$ cat config.mk
export PLATFORM = sky130hd
export DESIGN_NAME = dispense_arbiter
export DESIGN_NICKNAME = d
export VERILOG_FILES = /design/src/rtl/dispense_arbiter.sv
export SDC_FILE = /design/constraint.sdc
export NUM_CORES = 1
export LEC_CHECK = 0
export CAP_MARGIN = 20
export CORE_ASPECT_RATIO = 1.25
export CORE_MARGIN = 8
export CORE_UTILIZATION = 48
export CTS_CLUSTER_DIAMETER = 30
export DETAILED_ROUTE_END_ITERATION = 10
export HOLD_SLACK_MARGIN = 0.15
export PLACE_DENSITY = 0.76
export SLEW_MARGIN = 0
export SYNTH_ARGS = -nofsm -noshare
export SYNTH_HDL_FRONTEND = slang
export SYNTH_SLANG_ARGS = --single-unit
export TNS_END_PERCENT = 1
$ cat constraint.sdc
create_clock -name clk -period 2.1 [get_ports clk]
set_input_delay 0.315 -clock clk [delete_from_list [all_inputs] [get_ports clk]]
set_output_delay 0.315 -clock clk [all_outputs]
set_load 0.005 [all_outputs]
$ cat src/rtl/dispense_arbiter.sv
// dispense_arbiter: round-robin slot arbiter and dispense sequencer.
// Optional macro DISPENSE_TIMEOUT_EN adds a WAIT timeout with a sticky fault.
//
// Ports:
//   clk, rst_n         clock, async active-low reset
//   req[2**N]          per-slot dispense request (level)
//   credit_ok          payment sufficient, sampled in IDLE
//   done               motor completion pulse, sampled in WAIT
//   sel[N]             granted slot index (decoder select)
//   sel_vld            sel valid (DISPENSE and WAIT)
//   dispense           one-cycle motor start pulse
//   ack[2**N]          one-hot completion pulse for the granted slot
//   busy               high outside IDLE
//   fault              sticky timeout flag (0 without the macro)
module dispense_arbiter #(
   parameter int N           = 2,
   parameter int HOLD_CYCLES = 4,
   parameter int TIMEOUT     = 255
) (
   input  logic                clk,
   input  logic                rst_n,
   input  logic [(1<<N)-1:0]   req,
   input  logic                credit_ok,
   input  logic                done,
   output logic [N-1:0]        sel,
   output logic                sel_vld,
   output logic                dispense,
   output logic [(1<<N)-1:0]   ack,
   output logic                busy,
   output logic                fault
);

   localparam int SLOTS = 1 << N;
   localparam int CW    = $clog2(HOLD_CYCLES + 1);

   if (HOLD_CYCLES < 1 || TIMEOUT < 1) begin : g_param_check
      $error("dispense_arbiter: HOLD_CYCLES and TIMEOUT must be >= 1");
   end

   typedef enum logic [1:0] {
      IDLE,
      DISPENSE,
      WAIT,
      COOL
   } state_t;

   state_t             state_q, state_d;
   logic [N-1:0]       sel_d;
   logic               vld_d;
   logic               disp_d;
   logic [SLOTS-1:0]   ack_d;
   logic               busy_d;
   logic [CW-1:0]      cool_q, cool_d;
   logic [N-1:0]       last_q, last_d;
   logic               pick_found;
   logic [N-1:0]       pick_idx;

`ifdef DISPENSE_TIMEOUT_EN
   localparam int TW = $clog2(TIMEOUT + 1);
   logic [TW-1:0]      tmo_q, tmo_d;
   logic               fault_q, fault_d;
   assign fault = fault_q;
`else
   assign fault = 1'b0;
`endif

   // Scan upward from the slot after the last grant; the final
   // iteration wraps back onto last_q itself.
   always_comb begin
      pick_found = 1'b0;
      pick_idx   = '0;
      for (int i = 1; i <= SLOTS; i++) begin
         if (!pick_found && req[last_q + N'(i)]) begin
            pick_found = 1'b1;
            pick_idx   = last_q + N'(i);
         end
      end
   end

   always_comb begin
      state_d = state_q;
      sel_d   = sel;
      vld_d   = 1'b0;
      disp_d  = 1'b0;
      ack_d   = '0;
      busy_d  = 1'b1;
      cool_d  = cool_q;
      last_d  = last_q;
`ifdef DISPENSE_TIMEOUT_EN
      tmo_d   = tmo_q;
      fault_d = fault_q;
`endif
      unique case (state_q)
         IDLE: begin
            busy_d = 1'b0;
            if (pick_found && credit_ok) begin
               state_d = DISPENSE;
               sel_d   = pick_idx;
               vld_d   = 1'b1;
               disp_d  = 1'b1;
               busy_d  = 1'b1;
            end
         end
         DISPENSE: begin
            state_d = WAIT;
            vld_d   = 1'b1;
`ifdef DISPENSE_TIMEOUT_EN
            tmo_d   = '0;
`endif
         end
         WAIT: begin
            vld_d = 1'b1;
            if (done) begin
               vld_d   = 1'b0;
               ack_d   = SLOTS'(1) << sel;
               last_d  = sel;
               cool_d  = CW'(HOLD_CYCLES);
               state_d = COOL;
            end
`ifdef DISPENSE_TIMEOUT_EN
            else if (tmo_q == TW'(TIMEOUT - 1)) begin
               vld_d   = 1'b0;
               fault_d = 1'b1;
               last_d  = sel;
               cool_d  = CW'(HOLD_CYCLES);
               state_d = COOL;
            end else begin
               tmo_d = tmo_q + TW'(1);
            end
`endif
         end
         COOL: begin
            if (cool_q <= CW'(1)) begin
               cool_d  = '0;
               state_d = IDLE;
               busy_d  = 1'b0;
            end else begin
               cool_d = cool_q - CW'(1);
            end
         end
         default: begin
            state_d = IDLE;
            busy_d  = 1'b0;
         end
      endcase
   end

   always_ff @(posedge clk or negedge rst_n) begin
      if (!rst_n) begin
         state_q  <= IDLE;
         sel      <= '0;
         sel_vld  <= 1'b0;
         dispense <= 1'b0;
         ack      <= '0;
         busy     <= 1'b0;
         cool_q   <= '0;
         last_q   <= '1;
`ifdef DISPENSE_TIMEOUT_EN
         tmo_q    <= '0;
         fault_q  <= 1'b0;
`endif
      end else begin
         state_q  <= state_d;
         sel      <= sel_d;
         sel_vld  <= vld_d;
         dispense <= disp_d;
         ack      <= ack_d;
         busy     <= busy_d;
         cool_q   <= cool_d;
         last_q   <= last_d;
`ifdef DISPENSE_TIMEOUT_EN
         tmo_q    <= tmo_d;
         fault_q  <= fault_d;
`endif
      end
   end

endmodule

==> metrics, run 1 <==
Peak supply drop between 0.0007 and 0.0008 V; starting density of the core 0.494; share of cells above drive strength 1 0.127; CTS clk-pin slew, worst paths around 100 ps; Max-Cap Viols 0; Max Freq around 0.57 GHz; std cell rows 17; Syn Inst Count 85; CP max FO 7; drt initial violations 14; clock tree buffer depth 2; mean number of vias per cell 5.58; FF-to-FF End state_q[0]; hold bufs inserted after CTS 0; R2R depth 5; Startpoint Class register; setup TNS 0 ps; dominant synthesized flop cell dfrtp_1; die height 62.8 um; DRC Markers 0; Max-Slew Margin vs Limit 0.556; Tcrit/Tclk final 0.833; slew at the pin closest to its max-slew limit ~660 ps; final worst setup slack around 350 ps; gr ovfl total 0; sequential-to-total area share from yosys stat 0.479; Final Max Slew Viols 0; Post-DRT Antenna Nets 0; drt first pass iters 6; syn_nets 98; GRT Overall Usage 0.115; WL final 1.69 mm; Inserted Diodes 0; Final GP Congestion approximately 0.75; DR WL/cell roughly 14 um; clock skew slightly above 7 ps; area grow syn2layout 24.3%; H-tree depth 1; total power approximately 1400 uW; synth unique cells 35; cell leakage power approximately 0.00047 uW; port bufs 16; reg-to-reg startpoint state_q[0]; Die X ~53 um; final setup violation count 0; CP Capture Type register; mean post-synth cell area 9.89 um^2; initial antenna violation count 0; Power Density around 1300 mW/mm^2; vias in the first global route just over 700; Post-synth EDFFs 0; Synth Warn # 0; async set-reset flop share out of synthesis 1.00; via count between 600 and 700; pre-CTS worst setup slack approximately 270 ps; Crit path required time between 2000 and 2500 ps; core area about 0.0017 mm^2; CTS root buf clkbuf_4; # Post-CTS Setup Buffers 0; IO Pins 18; post-layout util 0.614; worst skew pair latency ~290 ps; Yosys reg bits 16; CTS resizes 0; post-route minimum period around 1700 ps; min-delay worst type in2async; Die ar. between 0.003 and 0.004 mm^2; Synth Cell Area between 800 and 900 um^2; TritonCTS Buffers 3; largest net degree at the start of global routing 17; first-pass GRT wire length 3.04 mm; final hold viol count 0; hpwl dp around 1.3 mm; Final nets around 120; CTS sink count 16; RSZ-0062 raised after global routing false; CTS tree done; Reg2Reg Setup Slack between 300 and 400 ps; critical path class reg2reg; status completed; Worst Path Arrival a little under 2000 ps
power breakdown:
| group | switching [uW] | internal (uW) | total [uW] |
|---|---|---|---|
| combinational | 310 | 337 | 648 |
| clock | 99.1 | 106 | 205 |
| sequential | 111 | 441 | 553 |
| total | 521 | 884 | 1410 |
placed cells by master, fill, tap and decap left out, types with 2 or more instances in the layout:
| master | netlist | final |
|---|---|---|
| nor3_1 | 3 | 3 |
| o21ai_0 | 4 | 4 |
| nor2_1 | 7 | 7 |
| inv_1 | 9 | 9 |
| clkdlybuf4s50_1 | 0 | 16 |
| dfrtp_1 | 14 | 14 |
| a21oi_1 | 3 | 3 |
| ha_1 | 5 | 5 |
| nand2_1 | 10 | 10 |
| nand3_1 | 2 | 2 |
| dfstp_2 | 2 | 2 |
| clkbuf_4 | 0 | 3 |
| mux2i_1 | 2 | 2 |
worst max-delay path by stage:
stage | slack [ps] | endpoint | start
2_1_floorplan | 580 | state_q[0] | state_q[0]
3_3_place_gp | 280 | busy | req[1]
3_5_place_dp | 270 | busy | req[1]
4_1_cts | 380 | state_q[0] | state_q[0]
5_1_grt | 180 | state_q[1] | state_q[0]
6_report | 350 | state_q[0] | state_q[0]
final cells by class:
cell class / count / area (um^2)
Sequential cell: 16 / 403
Inverter: 9 / 33.8
Timing Repair Buffer: 16 / 160
Multi-Input combinational cell: 57 / 388
Clock buffer: 4 / 36.3
Tap cell: 19 / 23.8
Fill cell: 150 / 657
layer usage:
| layer | vias up | GRT usage | share of wire |
|---|---|---|---|
| met5 | - | 0 | 0 |
| met4 | 0 | 0.0601 | 0.023 |
| met3 | 5 | 0.0262 | 0.074 |
| met2 | 24 | 0.185 | 0.51 |
| met1 | 318 | 0.134 | 0.40 |
| li1 | 328 | - | - |
flip-flops by register name, summed over array words and instances (netlist names):
signal	cells
ack	4
last_q	2
sel	2
cool_q	3
state_q	2
sel_vld	1
dispense	1
busy	1
stage by stage:
stage	cells	hold slack (ps)	cell area, um^2
2_1_floorplan	85	19.4	841
3_3_place_gp	117	489	1010
3_5_place_dp	117	495	1010
4_1_cts	121	457	1040
5_1_grt	121	495	1040
6_report	121	420	1040
cell families after synthesis:
kind of cell,after synthesis,synth area share
AOI/OAI and AO/OA,19,0.170
buffers and inverters,12,0.0595
adders and majority gates,5,0.0744
and+or+nand+nor,30,0.189
muxes,2,0.0238
other,1,0.00446
DFF,16,0.479
synth_stat cells (2+ instances only):
| cell type | n | area [um^2] |
|---|---|---|
| inv_1 | 9 | 33.8 |
| nand2_1 | 10 | 37.5 |
| a21oi_1 | 3 | 15.0 |
| o21ai_0 | 4 | 20.0 |
| mux2i_1 | 2 | 20.0 |
| nor2_1 | 7 | 26.3 |
| ha_1 | 5 | 62.6 |
| nor3_1 | 3 | 15.0 |
| dfrtp_1 | 14 | 350 |
| dfstp_2 | 2 | 52.6 |
| nand3_1 | 2 | 10.0 |
critical path, cell delays in order (launching register included):
cell	delay (ps)
dfrtp_1	400
inv_1	90
ha_1	290
and2b_4	220
a2111oi_2	460
o32a_2	230
(Power assumes the default switching activity.)
==> inputs of run 2 (changes only) <==
Clock period 2.1 ns to 1.8 ns, I/O delays scaled along.
==> run 2 against run 1 <==
Effect of this change: via count increased by 6.8%; critical path type unchanged; worst setup slack lost 160 ps; total power is 21% higher; first-iteration DRC count rose by 36%; register-to-register slack got worse by 160 ps; die area unchanged; non-clock buffer count increased by 6; clock skew grew 2.9 ps; sequential power rose by 16%; sequential share of layout area down 1.6 points; critical endpoint is now state_q[1].
==> metrics, run 2 (same netlist as run 1, synthesis figures left out) <==
Peak supply drop 0.000956 V (was 0.000750 V); Worst Path Arrival 1780 ps (was 1980 ps); CTS root buf clkbuf_4 (unchanged); mean number of vias per cell 5.68 (was 5.58); via count 721 (was 675); clock tree buffer depth 2 (unchanged); drt initial violations 19 (was 14); CP max stage cell a2111oi_2 (unchanged); first-pass GRT wire length 3.03 mm (was 3.04 mm); commonest non-fill, non-tap cell in the layout clkdlybuf4s50_1 (unchanged); Power Density 1560 mW/mm^2 (was 1340 mW/mm^2); min-delay worst type in2async (unchanged); DR WL/cell 14.7 um (was 13.9 um); Crit path required time 1960 ps (was 2330 ps); critical path class reg2reg (unchanged); gr ovfl total 0 (unchanged); IO Pins 18 (unchanged); clock skew 10.0 ps (was 7.16 ps); pre-CTS worst setup slack 38.8 ps (was 273 ps); hpwl dp 1.47 mm (was 1.33 mm); Finished Layout Cells 127 (was 121); Tcrit/Tclk final 0.896 (was 0.833); max reg flops 4 (unchanged); Startpoint Class register (unchanged); biggest regs ack (4), cool_q (3) (unchanged); share of cells above drive strength 1 0.176 (was 0.127); port bufs 16 (unchanged); starting density of the core 0.494 (unchanged); CTS clk-pin slew, worst paths 110 ps (was 100 ps); hold bufs inserted after CTS 0 (unchanged); reg-to-reg startpoint state_q[0] (unchanged); vias in the first global route 692 (was 707); CTS resizes 0 (unchanged); std cell rows 17 (unchanged); Reg with most FFs ack (unchanged); CTS tree done (unchanged); Sequential Area 403 um^2 (unchanged); area of the multi-input gates 388 um^2 (unchanged); CP max FO 5 (was 7); Final Max Slew Viols 0 (unchanged); Max-Cap Viols 0 (unchanged); DRC Markers 0 (unchanged); initial antenna violation count 0 (unchanged); core area 0.00170 mm^2 (unchanged); status completed (unchanged); CP Capture Type register (unchanged); cell leakage power 0.000499 uW (was 0.000469 uW); Inserted Diodes 0 (unchanged); post-route minimum period 1610 ps (was 1750 ps); GRT Overall Usage 0.118 (was 0.115); H-tree depth 1 (unchanged); most frequent cells in the layout clkdlybuf4s50_1, dfrtp_1, nand2_1 (unchanged); Critical Path Max Stage Delay 430 ps (was 460 ps); Post-DRT Antenna Nets 0 (unchanged); drt first pass iters 6 (unchanged); FILL cells 160 (was 150); Post-Place Cells 123 (was 117); final hold viol count 0 (unchanged); area grow syn2layout 29.6% (was 24.3%); crit-path cells inv_1, ha_1, and2b_4, a2111oi_2, o21ai_0 (was inv_1, ha_1, and2b_4, a2111oi_2, o32a_2); setup TNS 0 ps (unchanged); Die X 53.4 um (unchanged); total power 1700 uW (was 1410 uW); worst skew pair latency 300 ps (was 290 ps); R2R depth 5 (unchanged); die height 62.8 um (unchanged); FF-to-FF End state_q[1] (was state_q[0]); Max Freq 0.620 GHz (was 0.572 GHz); WL final 1.86 mm (was 1.69 mm); Reg2Reg Setup Slack 190 ps (was 350 ps); Final nets 122 (was 116); final worst setup slack 187 ps (was 350 ps); final setup violation count 0 (unchanged); CTS sink count 16 (unchanged); largest net degree at the start of global routing 17 (unchanged); RSZ-0062 raised after global routing false (unchanged); TritonCTS Buffers 3 (unchanged); # Post-CTS Setup Buffers 0 (unchanged); Die ar. 0.00336 mm^2 (unchanged); Final GP Congestion 0.745 (was 0.755)
-- run 2: cell count changes in the layout (fill, tap and decap cells not counted) --
cell / before / now
buf_4: 0 / 6
-- run 2: per-stage QoR --
step / utilization / hold slack, ps / area (um^2)
3_3_place_gp: 0.619 / 491 / 1050
2_1_floorplan: - / -25.6 / 841
4_1_cts: 0.640 / 288 / 1090
3_5_place_dp: 0.619 / 491 / 1050
5_1_grt: 0.640 / 326 / 1090
6_report: 0.640 / 274 / 1090
-- run 2: final cells by class --
type / count / area share
tap: 19 / 0.0218
clock buffer: 4 / 0.0333
timing repair buffer: 22 / 0.188
sequential: 16 / 0.370
multi-input combinational: 57 / 0.356
inverter: 9 / 0.0310
-- run 2: routing by layer --
metal | track usage | part of all wire | vias to the layer above
met5 | 0 | 0 | -
met4 | 0.0570 | 0.021 | 0
met3 | 0.0238 | 0.084 | 5
met2 | 0.193 | 0.51 | 31
met1 | 0.137 | 0.38 | 347
li1 | - | - | 338
-- run 2: worst max path at each step --
stage | start | to | depth (start not counted)
after global routing | state_q[0] | state_q[1] | 5
after detailed placement | req[1] | busy | 4
after floorplan | state_q[0] | state_q[0] | 5
final | state_q[0] | state_q[1] | 5
after CTS | state_q[0] | state_q[1] | 5
after global placement | req[1] | busy | 4
-- run 2: critical path, delay by kind of cell (launching register included) --
family                   cells  cell delay, ps
AO/OA/AOI/OAI                2             590
adder cells (fa/ha/maj)      1             210
buffers and inverters        1              80
flip-flops                   1             410
AND/OR/NAND/NOR              1             190
-- run 2: power breakdown --
group	total, uW	internal (uW)	switching [uW]
clock network	251	123	128
logic	810	427	383
registers	642	515	127
